**src/rtl/barrel_shifter_pipe.sv**
```systemverilog
// Registered 32-bit barrel shifter: arithmetic right / logical left by 0..WIDTH-1, one-cycle latency.
// Optional rotate mode enabled by defining BARREL_SHIFTER_ROTATE_EN.
module barrel_shifter_pipe #(
    parameter int unsigned WIDTH   = 32,
    parameter int unsigned SHAMT_W = 5
) (
    input  logic               clk,
    input  logic               rst_n,
    input  logic               in_valid,
    input  logic               direction,
    input  logic [SHAMT_W-1:0] amount,
    input  logic [WIDTH-1:0]   data_in,
`ifdef BARREL_SHIFTER_ROTATE_EN
    input  logic               rotate,
`endif
    output logic               out_valid,
    output logic [WIDTH-1:0]   data_out
);

    logic             rot_sel;
    logic [WIDTH-1:0] stg [0:SHAMT_W];

`ifdef BARREL_SHIFTER_ROTATE_EN
    assign rot_sel = rotate;
`else
    assign rot_sel = 1'b0;
`endif

    assign stg[0] = data_in;

    // Stage k moves the word by 2^k when amount[k] is set.
    for (genvar k = 0; k < SHAMT_W; k++) begin : g_stage
        localparam int unsigned S = 1 << k;

        assign stg[k+1] = !amount[k] ? stg[k] :
                          rot_sel    ? (direction ? {stg[k][S-1:0], stg[k][WIDTH-1:S]}
                                                  : {stg[k][WIDTH-S-1:0], stg[k][WIDTH-1:WIDTH-S]}) :
                          direction  ? {{S{stg[k][WIDTH-1]}}, stg[k][WIDTH-1:S]}
                                     : {stg[k][WIDTH-S-1:0], {S{1'b0}}};
    end

    always_ff @(posedge clk or negedge rst_n) begin
        if (!rst_n) begin
            out_valid <= 1'b0;
            data_out  <= '0;
        end else begin
            out_valid <= in_valid;
            if (in_valid) begin
                data_out <= stg[SHAMT_W];
            end
        end
    end

endmodule

```
**config.mk**
```make
export PLATFORM = sky130hd
export DESIGN_NAME = barrel_shifter_pipe
export DESIGN_NICKNAME = d
export VERILOG_FILES = /design/src/rtl/barrel_shifter_pipe.sv
export SDC_FILE = /design/constraint.sdc
export NUM_CORES = 1
export LEC_CHECK = 0
export ABC_AREA = 1
export CAP_MARGIN = 20
export CELL_PAD_IN_SITES_DETAIL_PLACEMENT = 1
export CELL_PAD_IN_SITES_GLOBAL_PLACEMENT = 2
export CORE_AREA = 4 4 165 103
export DETAILED_ROUTE_END_ITERATION = 8
export DIE_AREA = 0 0 169 107
export GPL_TIMING_DRIVEN = 0
export PLACE_DENSITY_LB_ADDON = 0.1
export REMOVE_ABC_BUFFERS = 1
export SYNTH_ARGS = -nofsm -noshare
export SYNTH_HDL_FRONTEND = slang
export SYNTH_SLANG_ARGS = --single-unit
```
**constraint.sdc**
```tcl
create_clock -name clk -period 0.9 [get_ports clk]
set_input_delay 0.18 -clock clk [delete_from_list [all_inputs] [get_ports clk]]
set_output_delay 0.18 -clock clk [all_outputs]
set_load 0.03 [all_outputs]
```
==> results.py <==
metrics = {
    "logic_synthesis": {
        "synth.avg_cell_area_um2": 5.24,
        "synth_top_family_by_area": "simple AND/OR/NAND/NOR gates",
        "yosysTopAreaCellShare_pct": 37.4,
        "synthMuxAreaShare_pct": 0,
        "synth_compound_area_share_pct": 6.68,
        "synth_warnings": 0,
        "synthCells": 758,
        "synthAdderAreaFrac_pct": 0,
        "yosysSeqAreaShare_pct": 20.8,
        "syn_area_mm2": 0.00397,
        "ys_top_cells_by_area": "nand2_1 (37%), dfrtp_1 (21%), nand3_1 (19%)",
        "synth.distinct_cells": 23,
        "synth_simple_gate_area_share_pct": 63.5,
        "synth-seq-cells": 33,
        "synth_top_area_cell": "nand2_1",
        "synthXorXnorAreaFrac_pct": 0,
    },
    "sta": {
        "final_hold_viol_count": 7,
        "worst_pin_slew_ps": 828,
        "setup_slack_ps": -589,
        "fmax_ghz": 0.672,
        "timing.setup.tns_ps": -20260,
        "slew_violations": 0,
        "fin_skew_ps": 0,
        "min_period_ps": 1490,
        "fin_crit_sh_pct": 165,
        "rsz0062_at_grt": "true",
        "setup_viol": 65,
        "whs_ps": -7.01,
        "relSlewSlack_pct": 44.8,
    },
    "worst_hold_path": {
        "hold_path_class": "in2async",
    },
    "drt": {
        "vias": 5794,
        "drt_first_pass_iters": 5,
        "drc": 0,
        "final_antenna_net_count": 0,
        "detail_route.wl_per_cell_um": 20.3,
        "viasPerCell": 5.33,
        "wl_um": 22100,
        "dr.first_iter.drc_count": 419,
    },
    "die": {
        "dieArea_mm2": 0.0181,
        "dieHeight_um": 107,
        "initial_utilization_pct": 26.0,
        "rows": 35,
        "num_io_pins": 74,
        "dieWidth_um": 169,
        "core_area_mm2": 0.0153,
    },
    "clocking": {
        "insertion_delay_ps": 290,
        "h-tree-depth": 2,
        "cts_buffers": 5,
        "cts_tree": "built",
        "cts_hold_buf": 0,
        "clock-sinks": 33,
        "root_buffer": "clkbuf_16",
        "clockBufferDepth": 2,
        "clk_pin_slew_ps": 50,
    },
    "layout": {
        "syn_to_final_growth_pct": 83.4,
        "diodes": 0,
        "final_layout_size_suffix_gt1_share_pct": 50.3,
        "finalNonFillerCells": 1087,
        "final_nets": 925,
    },
    "placement": {
        "port_buffers": 73,
        "place.gp.congestion": 0.827,
        "placedCellCount": 989,
        "hpwl_um": 12900,
    },
    "pwr": {
        "p_leak_nw": 3.66,
        "power_mw": 8.11,
        "power_density_mw_per_mm2": 1110,
        "ir_drop_v": 0.000645,
    },
    "worst_setup_path": {
        "crit_required_ps": 1080,
        "worst_setup_path_end_kind": "flop",
        "r2r_slack_ps": 0,
        "path_max_fanout": 7,
        "start_kind": "input pin",
        "cp.arrival_ps": 1670,
        "critical_path_class": "in2reg",
    },
    "global_routing": {
        "antenna_found_initial": 0,
        "track_usage_pct": 23.6,
        "grt_pass1_wl_um": 33800,
        "grt_remaining_overflow": 0,
        "grt_max_degree": 34,
        "first_global_vias": 5954,
    },
    "run": {
        "cap_viol_max_count": 0,
    },
    "status": {
        "violations": "negative hold slack, negative setup slack",
        "status": "finished with violations",
    },
}
cells by family after synthesis:
kind of cell           count (synthesis)
buffers and inverters                 73
flip-flops                            33
AND/OR/NAND/NOR                      600
AO/OA/AOI/OAI                         52
stage by stage:
stage / util (%) / cell area (µm²) / worst slack (ps)
after floorplan: - / 3710 / -1110
after global placement: 30.7 / 4700 / -3380
after detailed placement: 30.8 / 4710 / -2540
after CTS: 43.9 / 6710 / -570
after global routing: 47.6 / 7280 / -683
final: 47.6 / 7280 / -589
what timing repair did:
action                     4_1_cts  5_1_grt
buffers inserted                59       14
gates resized for setup        566      112
setup endpoints to repair       66       65
gates cloned                    17        1
pin swaps                       90       54
routing by layer:
metal	share of wire (%)	wire length, µm	vias up	GRT usage [%]
met5	0	0	-	0
li1	-	-	2697	-
met2	42	9230	140	33.9
met1	52	11500	2943	36.8
met4	0.53	117	0	2.35
met3	5.6	1240	14	4.90
final timing paths:
check / depth (start not counted) / to / from
hold reg to reg: 2 / data_out[9] / data_out[9]
max in group asynchronous: 1 / out_valid / rst_n
hold / removal: 1 / data_out[21] / rst_n
setup reg to reg: 4 / data_out[22] / data_out[22]
min in group clk: 4 / data_out[16] / amount[2]
setup / recovery: 15 / data_out[25] / direction
sequential cells by signal (all words and copies together) (netlist names):
| register | count |
|---|---|
| data_out | 32 |
| out_valid | 1 |
where the power goes:
group          switching (mW)  internal (mW)
clock network           0.657           1.09
logic                    2.75           1.79
registers               0.144           1.67
cells in the final DEF (no fill, tap or decap), types with 3 or more instances in the layout:
master	n
dlygate4sd2_1	31
nor2_2	3
nor2_1	29
buf_4	57
dfrtp_1	33
or2_2	4
nand2_4	15
a21oi_2	23
bufbuf_16	4
clkinvlp_4	12
nand3_1	43
nor2_4	9
nand3_4	36
clkbuf_16	5
inv_1	14
nand2_2	122
a21oi_1	19
o21ai_0	3
nand2_1	259
nand3_2	81
o21ai_1	3
buf_16	4
buf_6	42
buf_12	7
buf_8	3
Yosys cell counts, drive strengths merged:
| master | instances |
|---|---|
| nand2 | 396 |
| o21ai | 7 |
| or2 | 4 |
| a31oi | 2 |
| clkinv | 3 |
| a21oi | 42 |
| nand4 | 1 |
| inv | 24 |
| nor2 | 38 |
| dfrtp | 33 |
| buf | 36 |
| nor3 | 1 |
| o211ai | 1 |
| clkbuf | 10 |
| nand3 | 160 |
critical path: stages:
cell,delay [ps]
buf_16,120
clkinvlp_4,140
buf_8,170
nand3_2,80
nand3_4,100
nand2_2,100
nand3_4,110
nand2_2,90
nand2_1,60
a21oi_1,130
nand2_1,90
nand2_1,90
nand3_2,70
nand2_1,70
inv_1,40
layout make-up:
| class | count | area (µm²) |
|---|---|---|
| fill | 1934 | 8000 |
| timing repair buffer | 153 | 1640 |
| inverter | 27 | 173 |
| clock buffer | 7 | 143 |
| multi-input combinational | 655 | 4190 |
| timing repair inverter | 9 | 65.1 |
| tap | 203 | 254 |
| sequential | 33 | 826 |
No activity file was read; power rests on OpenSTA's default activity.
